## src/rtl/mult_div_pkg.sv

```systemverilog
`default_nettype none
// ============================================================================
// mult_div_pkg : shared state encoding, opcodes and sizing for mult_div_unit
// Revision 1.0
// ============================================================================
package mult_div_pkg;

  typedef enum logic [2:0] {
    IDLE   = 3'd0,
    MULT   = 3'd1,
    DIV    = 3'd2,
    FINISH = 3'd3,
    DZ     = 3'd4
  } state_t;

  localparam logic OP_MULT = 1'b0;
  localparam logic OP_DIV  = 1'b1;

  // The iteration counter is loaded with WIDTH itself, hence the extra bit.
  function automatic int cnt_width(input int width);
    return $clog2(width) + 1;
  endfunction

  localparam int WIDTH_DEFAULT = 32;
  localparam int CNT_W         = cnt_width(WIDTH_DEFAULT);

endpackage
`default_nettype wire

```

## src/rtl/md_step.sv

```systemverilog
`default_nettype none
// ============================================================================
// md_step : one combinational iteration of Booth multiply or restoring divide
// Revision 1.0
// ============================================================================
module md_step #(
  parameter int WIDTH = 32
) (
  input  logic             op,
  input  logic [WIDTH-1:0] acc_hi,
  input  logic [WIDTH-1:0] acc_lo,
  input  logic             acc_q,
  input  logic [WIDTH-1:0] operand,
  output logic [WIDTH-1:0] nxt_hi,
  output logic [WIDTH-1:0] nxt_lo,
  output logic             nxt_q
);
  import mult_div_pkg::*;

  logic [WIDTH:0] w_sum;
  logic [WIDTH:0] w_rem_sh;
  logic [WIDTH:0] w_diff;

  always_comb begin
    // Booth add/sub is one bit wider so the shifted-in sign stays correct
    // even when the multiplicand is the most negative value.
    w_sum = {acc_hi[WIDTH-1], acc_hi};
    case ({acc_lo[0], acc_q})
      2'b01:   w_sum = {acc_hi[WIDTH-1], acc_hi} + {operand[WIDTH-1], operand};
      2'b10:   w_sum = {acc_hi[WIDTH-1], acc_hi} - {operand[WIDTH-1], operand};
      default: w_sum = {acc_hi[WIDTH-1], acc_hi};
    endcase

    w_rem_sh = {acc_hi, acc_lo[WIDTH-1]};
    w_diff   = w_rem_sh - {1'b0, operand};

    nxt_hi = acc_hi;
    nxt_lo = acc_lo;
    nxt_q  = acc_q;
    if (op == OP_DIV) begin
      nxt_hi = w_diff[WIDTH] ? w_rem_sh[WIDTH-1:0] : w_diff[WIDTH-1:0];
      nxt_lo = {acc_lo[WIDTH-2:0], ~w_diff[WIDTH]};
      nxt_q  = 1'b0;
    end else begin
      nxt_hi = w_sum[WIDTH:1];
      nxt_lo = {w_sum[0], acc_lo[WIDTH-1:1]};
      nxt_q  = acc_lo[0];
    end
  end

endmodule
`default_nettype wire

```

## src/rtl/mult_div_unit.sv

```systemverilog
`default_nettype none
// ============================================================================
// mult_div_unit : multicycle signed multiply/divide sequencer producing HI/LO
// Revision 1.0
// ============================================================================
module mult_div_unit #(
  parameter int WIDTH = 32,
  parameter int ITERS = WIDTH
) (
  input  logic             clk,
  input  logic             reset,
  input  logic             start,
  input  logic             op,
  input  logic [WIDTH-1:0] a,
  input  logic [WIDTH-1:0] b,
  output logic             busy,
  output logic             done,
  output logic             div_zero,
  output logic [WIDTH-1:0] hi,
  output logic [WIDTH-1:0] lo
);
  import mult_div_pkg::*;

  localparam int c_cnt_w = cnt_width(WIDTH);

  state_t             r_state;
  logic               r_op;
  logic               r_neg_q;
  logic               r_neg_r;
  logic               r_q;
  logic [WIDTH-1:0]   r_hi;
  logic [WIDTH-1:0]   r_lo;
  logic [WIDTH-1:0]   r_opnd;
  logic [c_cnt_w-1:0] r_cnt;

  logic [WIDTH-1:0]   w_nxt_hi;
  logic [WIDTH-1:0]   w_nxt_lo;
  logic               w_nxt_q;
  logic [WIDTH-1:0]   w_abs_a;
  logic [WIDTH-1:0]   w_abs_b;

  assign w_abs_a = a[WIDTH-1] ? -a : a;
  assign w_abs_b = b[WIDTH-1] ? -b : b;

  md_step #(.WIDTH(WIDTH)) u_step (
    .op      (r_op),
    .acc_hi  (r_hi),
    .acc_lo  (r_lo),
    .acc_q   (r_q),
    .operand (r_opnd),
    .nxt_hi  (w_nxt_hi),
    .nxt_lo  (w_nxt_lo),
    .nxt_q   (w_nxt_q)
  );

  always_ff @(posedge clk or negedge reset) begin
    if (!reset) begin
      r_state  <= IDLE;
      r_op     <= OP_MULT;
      r_neg_q  <= 1'b0;
      r_neg_r  <= 1'b0;
      r_q      <= 1'b0;
      r_hi     <= '0;
      r_lo     <= '0;
      r_opnd   <= '0;
      r_cnt    <= '0;
      busy     <= 1'b0;
      done     <= 1'b0;
      div_zero <= 1'b0;
      hi       <= '0;
      lo       <= '0;
    end else begin
      done     <= 1'b0;
      div_zero <= 1'b0;
      case (r_state)
        IDLE: begin
          if (start) begin
            busy <= 1'b1;
            r_op <= op;
            if (op == OP_MULT) begin
              r_hi    <= '0;
              r_lo    <= b;
              r_q     <= 1'b0;
              r_opnd  <= a;
              r_cnt   <= c_cnt_w'(ITERS);
              r_state <= MULT;
            end else if (b == '0) begin
              r_state <= DZ;
            end else begin
              // Divide runs on magnitudes; signs are re-applied in FINISH.
              r_hi    <= '0;
              r_lo    <= w_abs_a;
              r_q     <= 1'b0;
              r_opnd  <= w_abs_b;
              r_neg_q <= a[WIDTH-1] ^ b[WIDTH-1];
              r_neg_r <= a[WIDTH-1];
              r_cnt   <= c_cnt_w'(ITERS);
              r_state <= DIV;
            end
          end
        end
        MULT, DIV: begin
          r_hi  <= w_nxt_hi;
          r_lo  <= w_nxt_lo;
          r_q   <= w_nxt_q;
          r_cnt <= r_cnt - c_cnt_w'(1);
          if (r_cnt == c_cnt_w'(1)) begin
            r_state <= FINISH;
          end
        end
        FINISH: begin
          if (r_op == OP_MULT) begin
            hi <= r_hi;
            lo <= r_lo;
          end else begin
            hi <= r_neg_r ? -r_hi : r_hi;
            lo <= r_neg_q ? -r_lo : r_lo;
          end
          done    <= 1'b1;
          busy    <= 1'b0;
          r_state <= IDLE;
        end
        DZ: begin
          div_zero <= 1'b1;
          busy     <= 1'b0;
          r_state  <= IDLE;
        end
        default: begin
          busy    <= 1'b0;
          r_state <= IDLE;
        end
      endcase
    end
  end

endmodule
`default_nettype wire

```

## config.mk

```make
export PLATFORM = sky130hd
export DESIGN_NAME = mult_div_unit
export DESIGN_NICKNAME = d
export VERILOG_FILES = /design/src/rtl/mult_div_pkg.sv /design/src/rtl/md_step.sv /design/src/rtl/mult_div_unit.sv
export SDC_FILE = /design/constraint.sdc
export NUM_CORES = 1
export LEC_CHECK = 0
export ABC_CLOCK_PERIOD_IN_PS = 3600
export BUFFER_PORTS_ARGS = -buffer_cell sky130_fd_sc_hd__buf_4
export CORE_ASPECT_RATIO = 0.7
export CORE_MARGIN = 2
export CORE_UTILIZATION = 55
export CTS_BUF_LIST = sky130_fd_sc_hd__clkbuf_4
export CTS_CLUSTER_DIAMETER = 40
export DETAILED_ROUTE_END_ITERATION = 8
export GPL_TIMING_DRIVEN = 0
export PLACE_DENSITY = 0.77
export REMOVE_ABC_BUFFERS = 1
export SLEW_MARGIN = 10
export SYNTH_ARGS = -nofsm -noshare
export SYNTH_HDL_FRONTEND = slang
export SYNTH_HIERARCHICAL = 1
export SYNTH_SLANG_ARGS = --single-unit
```

## constraint.sdc

```tcl
create_clock -name clk -period 3.6 [get_ports clk]
set_input_delay 0 -clock clk [delete_from_list [all_inputs] [get_ports clk]]
set_output_delay 0 -clock clk [all_outputs]
set_load 0.02 [all_outputs]
```

======== After elaboration in Yosys (flattened, before gate mapping) ========
Index checks and enable logic that the tools add are counted.
word-level totals
  flip-flop bits (word level) ............. 176
  input port bits ......................... 68
  output and inout port bits .............. 67
  word-level logic and storage cells ...... 88
operators by class
  $add $sub $neg .......................... 8
  eq/ne operators ......................... 12
  multiplexer cells ....................... 38
  bitwise gates (word level) .............. 4
  reduce and logical (&&, ||, !) cells .... 11
operators with widths
  cell                                                   count
  2-to-1 mux 32 bit                                      17
  negation 32 bit                                        4
  case mux 32 bit (2 select lines)                       2
  case mux 33 bit (2 select lines)                       1
  adder 32 x 32 -> 33 bit                                1
  subtractor 32 x 32 -> 33 bit                           1
  subtractor 33 x 32 -> 33 bit                           1
  zero test 32 bit                                       1
  2-to-1 mux 6 bit                                       3
  2-to-1 mux 3 bit                                       4
  case mux 6 bit (2 select lines)                        1
  AND reduction 4 bit                                    2
  2-to-1 mux 1 bit                                       7
  == test 3 x 2 -> 1 bit, second input constant          2
  == test 6 x 1 -> 1 bit, second input constant          1
  inequality test 2 bit, second input constant           3
  case mux 3 bit (2 select lines)                        1
  AND reduction 2 bit                                    3
  AND reduction 3 bit                                    2
  subtractor 6 x 1 -> 6 bit, second input constant       1
  inequality test 4 x 2 -> 1 bit, second input constant  1
  case mux 1 bit (2 select lines)                        2
  == test 3 x 1 -> 1 bit, second input constant          1
  == test 3 bit, second input constant                   1
  8 further kinds                                        10

======== Logic depth before layout (Yosys ltp) ========
  depth after elaboration ................. 6
  depth in mapped cells ................... 20
  depth with buffers taken out ............ 19

======== Modules after synthesis ========
Netlist, hierarchy kept.
by module, submodules not included
  module         times used  cells each  area each (sq um)  seq. area each (sq um)
  mult_div_unit  1           1151        10261.1            4404.2
  md_step        1           820         5625.4             0.0

======== Worst setup path before layout ========
No wires, ideal clock.
  kind .................................... register to register
  start ................................... reg r_opnd[15]
  end ..................................... reg r_hi[30]
  library setup time ...................... 0.121 ns
  arrival time ............................ 3.834 ns
  required time ........................... 3.479 ns
  setup slack ............................. -0.355 ns
  cell stages (with the launch flop) ...... 18
  path buffers ............................ 0
  clock period less this slack ............ 3.955 ns
  path through ............................ dfrtp_1 > nor4_2 > and3_1 > nand2_1 > nor3_1 > a31oi_1 > xnor2_1 > ha_1 > a211oi_1 > o21ai_0 > o22a_1 > o21a_1 > a31oi_1 > o21ai_1 > a2111o_1 > o211ai_1 > o221ai_1 > a22o_1
between the ends
  longest elaborated chain between the ends .. 4
  elaborated cells between the ends (all ways) .. 7
  those cells by class .................... 3 x add/sub; 4 x mux
ends and longest elaborated chain
  element                                                                       RTL line                      RTL
  start, declared                                                               mult_div_unit.sv:33           logic [WIDTH-1:0] r_opnd;
  start signal, assigned                                                        mult_div_unit.sv:94           r_opnd <= w_abs_b;
  subtractor 32 x 32 -> 33 bit, or another cell as far along                    md_step.sv:30                 2'b10: w_sum = {acc_hi[WIDTH-1], acc_hi} - {operand[WIDTH-1], operand};
  case mux 33 bit (2 select lines) / 2-to-1 mux 32 bit (equally long branches)  md_step.sv:28, md_step.sv:41
  2-to-1 mux 32 bit (*)                                                         md_step.sv:40                 if (op == OP_DIV) begin
  net w_nxt_hi[30]                                                              mult_div_unit.sv:36           logic [WIDTH-1:0] w_nxt_hi;
  case mux 32 bit (2 select lines) (*)                                          mult_div_unit.sv:75           case (r_state)
  end signal, assigned                                                          mult_div_unit.sv:103          r_hi <= w_nxt_hi;
  end, declared                                                                 mult_div_unit.sv:31           logic [WIDTH-1:0] r_hi;
Mark *: on every way through the listed nets, which the timed path passes. The rest lies on a longest branch.
A chain may end at the register's enable or synchronous reset.

======== Worst setup path after layout ========
  start ................................... reg r_opnd[1]
  end ..................................... reg r_hi[27]
Same word-level chain as after synthesis.

==> metrics.txt <==
layout net count=2330; critical path class=reg -> reg; final WL=54500 um; Critical Path Source Type=flip-flop; worst slew pin tran=1.38 ns; Syn Area/Cell=8.06 um2; initial antenna violation count=1; Synth Instances=1971; most common cell in the netlist=nand2_1; R2R depth=17; GR Overflow Total=0; IO Port Bufs=134; MaxCap Viol Count=0; Clock transition at path regs=0.17 ns; 1st-iter DRT viols=1758; asr flop ratio synth=1.00; Post-DP Area=17000 um2; Worst Path Arrival=4.49 ns; total CTS buffers=17; Critical Path End Type=flip-flop; first-pass GRT wire length=83100 um; Fin. Hold Viols=0; setup ws final=-0.327 ns; row count=52; Synth Flop Type=dfrtp_1; Placed Instances=2377; commonest cells in the netlist=nand2_1, o21ai_0, dfrtp_1; Pre-antenna DRT Iters=6; Routed WL per cell=21.1 um; TritonCTS clock tree=done; main area contributors after synthesis=dfrtp_1, xnor2_1, ha_1, o21ai_0, nand2_1; mapped cell area=15900 um2; H-tree depth=4; Setup Viol. Count Final=16; sequential area share after synthesis=0.277; r2r setup slk=-0.33 ns; unrepaired setup endpoints after global routing=true; Period minus WS final=3.93 ns; die width=207 um; status=finished with violations; fillers=2353; vias post-DR=16600; CP max FO=5; Yosys top cell by area=dfrtp_1; Synth Register Bits=176; CTS max path bufs=2; initial core utilization=0.555; Vias per Instance=6.42; later-pin clock latency in the skew report=0.68 ns; Final ANT Viol Nets=0; RR Startpoint=r_opnd[1]$_DFFE_PN0P_; share of layout cells above drive strength 1=0.197; Clock Sinks=176; die area=30300 um2; final worst-path cycle share=1.09; DRC Markers=0; post-route cell area=19600 um2; share of the synthesized area in the top cell type=0.277; largest net degree at the start of global routing=112; Crit. Startpoint=r_opnd[1]$_DFFE_PN0P_; Yosys cell types=97; io pins=135; synth warn=6; die height=146 um; area grow syn2layout=23.5%; required time worst endpoint=4.16 ns; post-DP HPWL=36900 um; non-filler cells, final=2580; failing checks=setup timing; gpl congestion=0.959; Root Driver=clkbuf_4; max-slew violations=0; Setup TNS=-2.56 ns; vias in the first global route=15100; EDFF count, synth=0; Max Clock Freq=255 MHz; total track usage=0.343; slew margin rel.=0.0777; core region area=28600 um2; Worst Skew=0.0332 ns; RR Endpoint=r_hi[27]$_DFFE_PN0P_; Hold Crit Class=in -> reg; Worst Setup EP=r_hi[27]$_DFFE_PN0P_
[cell usage in the layout (no fill, tap or decap), drive strengths merged, types with 18 or more instances in the layout]
cell,count
o31ai,24
mux2i,59
dlygate4sd3,96
a21o,27
o21ai,198
nand3,27
nor4,32
inv,74
ha,72
nand2b,20
mux2,35
nand2,221
xor2,68
clkbuf,18
dfrtp,176
nor2,153
o41ai,20
a22o,31
a31oi,34
xnor2,127
nor3,39
a21oi,143
buf,213
a211oi,44
[layer usage]
metal / GRT usage / part of all wire / up-vias
met5: 0 / 0 / -
met4: 0.0957 / 0.022 / 0
met1: 0.503 / 0.44 / 7951
met3: 0.0854 / 0.11 / 113
li1: - / - / 7659
met2: 0.500 / 0.43 / 829
[cells by family after synthesis]
kind of cell | synth area share
fa+ha+maj | 0.0592
simple gates | 0.192
flops | 0.277
buf+inv | 0.0490
mux | 0.0620
xor+xnor | 0.108
compound gates | 0.253
[registers in the layout, indices dropped and copies added, names as in the netlist]
register / cells
r_hi: 32
div_zero: 1
r_q: 1
done: 1
r_opnd: 32
r_neg_r: 1
r_op: 1
r_cnt: 6
lo: 32
busy: 1
r_state: 3
r_neg_q: 1
hi: 32
r_lo: 32
[stage by stage]
step	utilization	hold WS, ns	worst slack, ns
2_1_floorplan	-	-0.296	-0.394
3_3_place_gp	0.588	0.272	-2.38
3_5_place_dp	0.595	0.00151	-1.04
4_1_cts	0.668	0.0667	-0.202
5_1_grt	0.685	0.156	-0.445
6_report	0.685	0.140	-0.327
[layout make-up]
type / count / area [um2] / share of cell area
inverters: 69 / 259 / 0.0132
repair buffers: 310 / 2800 / 0.142
clock buffers: 17 / 128 / 0.00650
multi-input cells: 1614 / 11400 / 0.580
well taps: 378 / 473 / 0.0241
flip-flops and latches: 176 / 4420 / 0.225
clock inverters: 15 / 154 / 0.00784
diodes: 1 / 2.50 / 0.000128
[critical path, cell delays in order (launching register included)]
cell and delay (ns):
dfrtp_1 0.44, inv_2 0.11, ha_2 0.21, and4_4 0.25, and2_4 0.18, a31oi_1 0.11
xnor2_1 0.15, ha_1 0.37, and3_4 0.21, and2_4 0.15, a221o_1 0.34, nor2b_4 0.14
a31oi_4 0.23, o22ai_2 0.14, nor4b_4 0.16, a311oi_1 0.23, o221ai_1 0.16, a22o_1 0.25
[how the worst min path moves through the flow]
| stage | start | end | cells past startpoint |
|---|---|---|---|
| global placement | start | r_op$_DFFE_PN0P_ | 2 |
| detailed placement | reset | hi[29]$_DFFE_PN0P_ | 1 |
| CTS | op | r_state[0]$_DFFE_PN0P_ | 4 |
| finish | op | r_state[0]$_DFFE_PN0P_ | 4 |
| floorplan | reset | busy$_DFFE_PN0P_ | 0 |
| global route | start | r_op$_DFFE_PN0P_ | 3 |
[timing repair]
action                                 4_1_cts  5_1_grt
setup endpoints to repair                   34       35
resized for setup                          105       70
pin swaps                                   51       48
cloned                                       1        1
setup buffers                               45       26
endpoints found under the hold margin      247        0
hold buffers                                97        0
Power is not shown: default switching activity piles up to over one toggle a cycle in this logic, so the estimate is an artifact.
